**src/rtl/ram_arbiter.sv**
```systemverilog
// Round-robin arbiter and sequencer that time-shares one single-port RAM
// between two requesters, with registered grant and read-data-valid pulses.
module ram_arbiter #(
  parameter int DATA_WIDTH = 8,
  parameter int ADDR_WIDTH = 6
) (
  input  logic                  clock,
  input  logic                  reset,
  input  logic                  a_req,
  input  logic                  a_we,
  input  logic [ADDR_WIDTH-1:0] a_addr,
  input  logic [DATA_WIDTH-1:0] a_wdata,
  output logic                  a_gnt,
  output logic                  a_rvalid,
  output logic [DATA_WIDTH-1:0] a_rdata,
  input  logic                  b_req,
  input  logic                  b_we,
  input  logic [ADDR_WIDTH-1:0] b_addr,
  input  logic [DATA_WIDTH-1:0] b_wdata,
  output logic                  b_gnt,
  output logic                  b_rvalid,
  output logic [DATA_WIDTH-1:0] b_rdata,
  output logic [DATA_WIDTH-1:0] ram_data,
  output logic [ADDR_WIDTH-1:0] ram_addr,
  output logic                  ram_we,
  input  logic [DATA_WIDTH-1:0] ram_q,
  output logic                  busy
);

  typedef enum logic [1:0] {IDLE, WRITE, READ, RESP} state_t;

  state_t                  state;
  state_t                  state_next;
  logic                    owner;       // 0 = A, 1 = B
  logic                    ptr;         // side favoured on a tie: 0 = A, 1 = B
  logic                    sel_valid;
  logic                    sel;
  logic                    sel_we;
  logic [ADDR_WIDTH-1:0]   sel_addr;
  logic [DATA_WIDTH-1:0]   sel_wdata;

  // Requests are only looked at in IDLE; elsewhere sel_valid stays low.
  always_comb begin
    sel_valid  = 1'b0;
    sel        = 1'b0;
    state_next = state;
    if (state == IDLE) begin
      if (a_req && b_req) begin
        sel_valid = 1'b1;
        sel       = ptr;
      end else if (a_req) begin
        sel_valid = 1'b1;
        sel       = 1'b0;
      end else if (b_req) begin
        sel_valid = 1'b1;
        sel       = 1'b1;
      end
    end
    sel_we    = sel ? b_we    : a_we;
    sel_addr  = sel ? b_addr  : a_addr;
    sel_wdata = sel ? b_wdata : a_wdata;
    case (state)
      IDLE:    if (sel_valid) state_next = sel_we ? WRITE : READ;
      WRITE:   state_next = IDLE;
      READ:    state_next = RESP;
      RESP:    state_next = IDLE;
      default: state_next = IDLE;
    endcase
  end

  always_ff @(posedge clock) begin
    if (reset) begin
      state    <= IDLE;
      owner    <= 1'b0;
      ptr      <= 1'b0;
      busy     <= 1'b0;
      a_gnt    <= 1'b0;
      b_gnt    <= 1'b0;
      a_rvalid <= 1'b0;
      b_rvalid <= 1'b0;
      a_rdata  <= '0;
      b_rdata  <= '0;
      ram_data <= '0;
      ram_addr <= '0;
      ram_we   <= 1'b0;
    end else begin
      state    <= state_next;
      busy     <= (state_next != IDLE);
      a_gnt    <= sel_valid && !sel;
      b_gnt    <= sel_valid &&  sel;
      ram_we   <= sel_valid && sel_we;
      if (sel_valid) begin
        owner    <= sel;
        ptr      <= ~sel;
        ram_addr <= sel_addr;
        ram_data <= sel_wdata;
      end
      // In RESP the RAM output reflects the address presented during READ.
      a_rvalid <= (state == RESP) && !owner;
      b_rvalid <= (state == RESP) &&  owner;
      if (state == RESP && !owner) a_rdata <= ram_q;
      if (state == RESP &&  owner) b_rdata <= ram_q;
    end
  end

endmodule

```
**config.mk**
```make
export PLATFORM = sky130hd
export DESIGN_NAME = ram_arbiter
export DESIGN_NICKNAME = d
export VERILOG_FILES = /design/src/rtl/ram_arbiter.sv
export SDC_FILE = /design/constraint.sdc
export NUM_CORES = 1
export LEC_CHECK = 0
export BUFFER_PORTS_ARGS = -buffer_cell sky130_fd_sc_hd__buf_2
export CORE_MARGIN = 1.5
export CORE_UTILIZATION = 46
export DETAILED_ROUTE_END_ITERATION = 12
export PLACE_DENSITY = 0.88
export REMOVE_ABC_BUFFERS = 1
export SYNTH_ARGS = -nofsm -noshare
export SYNTH_HDL_FRONTEND = slang
export SYNTH_SLANG_ARGS = --single-unit
```
**constraint.sdc**
```tcl
create_clock -name clock -period 1.7 [get_ports clock]
set_input_delay 0 -clock clock [delete_from_list [all_inputs] [get_ports clock]]
set_output_delay 0 -clock clock [all_outputs]
set_load 0.01 [all_outputs]
```
==> results of run 1 <==
## placed cells by master (no fill, tap or decap)
cell	netlist	final
nand2_1	17	17
inv_1	3	3
dfxtp_1	40	40
buf_4	3	6
or4_4	1	1
nor3_2	1	1
nand3b_1	1	1
clkbuf_8	0	5
nand4_1	1	1
nand3_1	2	2
or3_1	1	1
mux2i_1	8	8
buf_2	7	77
o211ai_2	1	1
a211oi_1	2	2
and4_1	1	1
nor2_1	12	12
and3_1	1	1
and2b_1	1	1
nand2b_1	1	1
a21oi_1	24	24
o41ai_1	1	1
dlygate4sd3_1	0	9
or2_1	2	2
a2111oi_1	14	14
nor4_1	14	14
a31oi_1	1	1
o21ai_1	2	2
nor3_1	15	15
nor2_4	1	1
bufinv_16	0	2
nor2b_1	1	1
## Yosys cell counts (all sizes together) (3+ instances only)
master / number
a2111oi: 14
a21oi: 24
buf: 14
clkbuf: 4
dfxtp: 40
inv: 3
mux2i: 8
nand2: 17
nor2: 13
nor3: 16
nor4: 14
## final cells by class
type | count | share of cell area, %
repair buffers | 92 | 22.70
well taps | 46 | 2.510
flip-flops and latches | 40 | 34.92
multi-input cells | 126 | 33.77
clock buffers | 5 | 3.001
inverters | 3 | 0.4910
clock inverters | 2 | 2.619
## per-stage QoR
stage	area [µm²]	instances
6_report	2293	314
3_5_place_dp	2074	298
3_3_place_gp	2074	298
2_1_floorplan	1587	169
4_1_cts	2293	314
5_1_grt	2293	314
## final timing paths
path / start / end / depth (start not counted)
worst max-delay path: state[0]$_SDFF_PP0_ / ram_data[0]$_SDFFE_PP0P_ / 4
worst min-delay path: b_req / a_gnt$_SDFF_PP0_ / 2
worst max register to register: state[0]$_SDFF_PP0_ / ram_data[0]$_SDFFE_PP0P_ / 4
worst min register to register: b_rdata[5]$_SDFFE_PP0P_ / b_rdata[5]$_SDFFE_PP0P_ / 2
## state kept, by name, indices dropped and copies added (netlist names)
register and count:
b_gnt 1, ram_addr 6, b_rvalid 1, busy 1
state 2, a_rdata 8, ram_we 1, ptr 1
b_rdata 8, ram_data 8, a_rvalid 1, owner 1
a_gnt 1
## cell families (layout without fill, tap and decap cells)
family	Yosys count	in the layout
DFF	40	40
and+or+nand+nor	73	73
AOI/OAI and AO/OA	45	45
muxes	8	8
buffers and inverters	21	102
## where the power goes
part / leakage [nW] / internal [mW] / switching [mW] / total, mW
clock network: 0.0642 / 0.578 / 0.318 / 0.895
logic: 0.661 / 0.347 / 0.478 / 0.825
registers: 0.328 / 1.07 / 0.0735 / 1.15
## worst register-to-register path, delay by kind of cell, from the launching register on
kind | cells | cell delay, ns
flops | 1 | 0.42
buf+inv | 1 | 0.30
compound gates | 1 | 0.42
simple gates | 2 | 0.25
## layer usage
layer,global-route usage (%),up-vias
met4,10.87,0
met1,25.78,790
met2,40.39,59
met3,6.514,12
li1,-,854
met5,0,-
==> impl_metrics.csv, run 1 <==
group,metric,value,unit
synthesis,synth_top_family_by_area,"simple AND/OR/NAND/NOR gates",
global_routing,grt_pass1_vias,1723,
die,core_area,3442,µm²
synthesis,synthArstFlopShare,0,%
synthesis,synth-edff-count,0,
worst_hold_path,min_path_type,"primary input to flop",
layout,diodes,0,
clock_tree,cts_made_buffers,5,
place,dpl_worst_slack,0.2315,ns
critical_path,path_cells,"or2_1 > buf_4 > nor3_1 > a2111oi_1",
die,die_w,63.78,µm
die,die_area,4067,µm²
synthesis,yosysWarningCount,0,
detailed_routing,post_drt_via_cell_ratio,5.462,
detailed_routing,dr.pass1.iters,4,
timing,final_max_slew_viol_count,0,
layout,area_growth,34.98,%
timing,period_share,89.14,%
detailed_routing,ant_nets,0,
synthesis,yosys.area_share.simple,22.46,%
synthesis,synth_top_area_cell,"dfxtp_1",
pwr,p_leak,1.053,nW
detailed_routing,met3_length,244,µm
pwr,power,2.866,mW
critical_path,critPathMaxStageDelay,0.42,ns
detailed_routing,drcViolationCount,0,
synthesis,synthDistinctLibCells,34,
synthesis,synth_cells,187,
clock_tree,cts_resized,0,
detailed_routing,top_layer_used,"met4",
synthesis,yosys.area_share.adder,0,%
detailed_routing,drt-met1-wl,1861,µm
timing,timing.hold.ws,0.01625,ns
clock_tree,tritoncts,"done",
critical_path,cp_slowest_cell,"dfxtp_1",
global_routing,grt_overflow,0,
timing,setup_ws,0.1847,ns
clock_tree,clk_pin_slew_worst_paths,0.07,ns
clock_tree,cts.sinks,40,
global_routing,grt_pass1_wl,7438,µm
timing,rsz0062_at_grt,"false",
critical_path,reg2reg_setup_slack,0.18,ns
detailed_routing,routed_wl,4465,µm
run,cap_violations,0,
place,place_congestion,0.8063,
critical_path,crit_required,1.87,ns
critical_path,crit_family,"flip-flops",
clock_tree,post_cts_buffers,0,
synthesis,synth-xor-area-share,0,%
clock_tree,clockBufferDepth,2,
critical_path,crit_fanout,30,
detailed_routing,routed-wl-met2,2245,µm
timing,period_minus_slack,1.515,ns
detailed_routing,wire_per_inst,14.22,µm
timing,tns,0,ns
place,io_buffer_count,77,
die,placementRows,21,
critical_path,start_kind,"flop",
critical_path,worstPathArrival,1.69,ns
detailed_routing,drt_iter0_drc,108,
critical_path,crit_type,"flop to flop",
synthesis,synth_compound_area_share,18.41,%
synthesis,synth_top_cell_area_share,47.13,%
clock_tree,htreeDepth,2,
synthesis,yosysSeqAreaShare,47.13,%
detailed_routing,num_vias,1715,
run_status,status,"completed",
die,fp.dieH,63.78,µm
pwr,ir_drop,0.0006978,V
critical_path,cp_num_buf_inv,1,
timing,hold_viol,0,
synthesis,synthFlopType,"dfxtp_1",
global_routing,track_usage,23.09,%
layout,postLayoutCoreUtil,66.63,%
critical_path,cp-end-kind,"flop",
timing,max_slew_margin,61.94,%
layout,nFillCells,282,
timing,tightest_slew,0.5709,ns
global_routing,grt_max_degree,36,
synthesis,synth_area_leaders,"dfxtp_1, a2111oi_1, a21oi_1, nor4_1, mux2i_1",
die,initial_core_util,49.36,%
layout,final_nets,310,
pwr,power_density,1250,nW/µm²
synthesis,syn_area,1699,µm²
global_routing,grt_antenna_before_repair,0,
clock_tree,clk_latency,0.29,ns
timing,finalClockSkew,0.005313,ns
layout,seq_area,800.8,µm²
synthesis,synthMuxAreaShare,4.713,%
die,ios,78,
timing,max_freq,659.9,MHz
clock_tree,hold_buffers,9,
layout,multi_input_area,774.5,µm²
synthesis,synth-seq-cells,40,
clock_tree,root_buffer,"clkbuf_8",
timing,setup_viol,0,
place,hpwl,2970,µm
layout,drive_gt1_share,35.07,%
synthesis,postSynthAreaPerCell,9.086,µm²
(Power assumes the default switching activity.)
==> run 2, diff against run 1 <==
--- a/config.mk
+++ b/config.mk
@@ -9,7 +9,7 @@
 export CORE_MARGIN = 1.5
 export CORE_UTILIZATION = 46
 export DETAILED_ROUTE_END_ITERATION = 12
-export PLACE_DENSITY = 0.88
+export PLACE_DENSITY_LB_ADDON = 0.15
 export REMOVE_ABC_BUFFERS = 1
 export SYNTH_ARGS = -nofsm -noshare
 export SYNTH_HDL_FRONTEND = slang
==> run 2 against run 1 <==
Net effect:
- clock skew hardly changed
- total power decreased by 3.7%
- non-clock buffer count is 2 higher
- first-iteration DRC count is 18% higher
- wire length is 2.1% lower
- sequential share of layout area down 0.057 points
- register-to-register slack got worse by 0.03 ns
- sequential power about the same
- combinational power grew 4.5%
- critical endpoint is now ram_data[4]$_SDFFE_PP0P_
- clock power fell by 16%
- critical path depth rose by 1
==> impl_metrics.csv, run 2 (same netlist as run 1, synthesis figures left out) <==
group,metric,value,unit
detailed_routing,routed_wl,4370,µm
critical_path,reg2reg_setup_slack,0.15,ns
clock_tree,cts_resized,0,
critical_path,start_kind,"flop",
critical_path,path_cells,"nor2_1 > buf_4 > nand3_1 > buf_4 > a2111oi_1",
critical_path,crit_top_cell,"buf_4",
critical_path,cp-end-kind,"flop",
place,place_congestion,0.8103,
critical_path,crit_fanout,12,
global_routing,grtUsageMet2,35.79,%
clock_tree,clk_pin_slew_worst_paths,0.07,ns
worst_hold_path,hold_end,"a_gnt$_SDFF_PP0_",
place,dpl_worst_slack,0.1947,ns
detailed_routing,post_drt_via_cell_ratio,5.401,
die,core_area,3442,µm²
timing,period_minus_slack,1.549,ns
global_routing,track_usage,22.40,%
pwr,p_leak,1.057,nW
clock_tree,root_buffer,"clkbuf_8",
critical_path,crit_type,"flop to flop",
detailed_routing,num_vias,1712,
die,placementRows,21,
timing,max_freq,645.5,MHz
critical_path,cp_num_buf_inv,2,
die,ios,78,
critical_path,crit_family,"buffers and inverters",
layout,nFillCells,314,
clock_tree,tritoncts,"done",
layout,diodes,0,
global_routing,grt_util_met1,30.10,%
layout,area_growth,35.20,%
timing,finalClockSkew,0.005691,ns
global_routing,grt_overflow,0,
critical_path,cp_slowest_cell,"a2111oi_1",
global_routing,top_usage_layer,"met2",
layout,biggestRegsByFlops,"a_rdata x8, b_rdata x8, ram_data x8",
global_routing,grt_pass1_wl,7245,µm
timing,hold_viol,0,
timing,tightest_slew,0.5844,ns
critical_path,cp-startpoint,"state[0]$_SDFF_PP0_",
worst_hold_path,min_path_type,"primary input to flop",
pwr,power,2.761,mW
die,die_w,63.78,µm
worst_hold_path,hold_start,"b_req",
clock_tree,htreeDepth,2,
run,cap_violations,0,
critical_path,rr_worst_depth,5,
timing,final_max_slew_viol_count,0,
critical_path,crit_required,1.86,ns
detailed_routing,ant_nets,0,
global_routing,grt_pass1_vias,1598,
layout,postLayoutCoreUtil,66.74,%
clock_tree,cts.sinks,40,
timing,rsz0062_at_grt,"true",
pwr,power_density,1202,nW/µm²
timing,setup_viol,0,
detailed_routing,wire_per_inst,13.79,µm
worst_hold_path,holdPathStages,2,
die,fp.dieH,63.78,µm
global_routing,grt_antenna_before_repair,0,
detailed_routing,dr.pass1.iters,4,
run_status,status,"completed",
clock_tree,clockBufferDepth,2,
detailed_routing,drt_iter0_drc,127,
clock_tree,post_cts_buffers,0,
layout,drive_gt1_share,35.79,%
timing,period_share,91.13,%
layout,final_cell_mix,"buf_2, dfxtp_1, a21oi_1, nand2_1, nor3_1",
timing,timing.hold.ws,0.02810,ns
layout,multi_input_area,774.5,µm²
critical_path,critPathMaxStageDelay,0.37,ns
place,hpwl,3022,µm
layout,final_common_cell,"buf_2",
critical_path,rr_endpoint,"ram_data[4]$_SDFFE_PP0P_",
global_routing,grt_max_degree,31,
layout,final_nets,312,
clock_tree,clk_latency,0.28,ns
die,die_area,4067,µm²
clock_tree,cts_made_buffers,5,
global_routing,gr-usage-met3,4.754,%
die,initial_core_util,49.36,%
detailed_routing,drcViolationCount,0,
layout,seq_area,800.8,µm²
timing,max_slew_margin,61.04,%
critical_path,r2r-start,"state[0]$_SDFF_PP0_",
critical_path,worstPathArrival,1.70,ns
timing,setup_ws,0.1508,ns
place,io_buffer_count,77,
pwr,ir_drop,0.0007321,V
[run 2: cell types whose count changed in the layout (fill, tap and decap cells not counted)]
cell           change
buf_12             +1
clkbuf_1           +1
dlygate4sd3_1      -1
bufinv_16          -1
clkinv_2           +1
buf_4              +2
[run 2: area by class of cell]
cell class / count / area share, %
well taps: 46 / 2.505
inverters: 3 / 0.4902
multi-input cells: 126 / 33.71
clock inverters: 2 / 1.525
clock buffers: 6 / 3.159
flip-flops and latches: 40 / 34.86
repair buffers: 94 / 23.75
[run 2: metrics by stage]
step / instance area, µm² / std cells / TNS (ns)
after floorplan: 1587 / 169 / -3.875
after global placement: 2110 / 301 / 0
after detailed placement: 2110 / 301 / 0
after CTS: 2297 / 317 / 0
after global routing: 2297 / 317 / -0.03519
final: 2297 / 317 / 0
[run 2: power by group]
| part | switching [mW] | leakage (nW) | total (mW) | internal, mW |
|---|---|---|---|---|
| clock | 0.314 | 0.0552 | 0.749 | 0.436 |
| combinational | 0.484 | 0.675 | 0.862 | 0.378 |
| sequential | 0.0766 | 0.328 | 1.15 | 1.07 |
| total | 0.874 | 1.06 | 2.76 | 1.89 |
[run 2: layer usage]
metal	vias up	part of all wire [%]	wire [µm]
met5	-	0	0
met4	0	1.2	54
met3	4	5.6	244
met1	795	47	2047
li1	854	-	-
met2	59	46	2024
[run 2: what timing repair did]
action	in CTS	in global routing
endpoints found under the setup margin	0	2
hold buffers	8	0
hold endpoints to repair	16	0
[run 2: how the worst max path moves through the flow]
stage,slack [ns],depth (start not counted),to
final,0.15,5,ram_data[4]$_SDFFE_PP0P_
after global routing,-0.02,5,ram_data[4]$_SDFFE_PP0P_
after CTS,0.12,5,ram_data[4]$_SDFFE_PP0P_
after detailed placement,0.19,5,ram_data[4]$_SDFFE_PP0P_
after global placement,0.31,3,ram_addr[1]$_SDFFE_PP0P_
after floorplan,-0.27,3,ram_addr[0]$_SDFFE_PP0P_
[run 2: worst register-to-register path: cells and delay by family, from the launching register on]
family                 cells  cell delay [ns]
and+or+nand+nor            2             0.30
buffers and inverters      2             0.39
AOI/OAI and AO/OA          1             0.38
DFF                        1             0.36
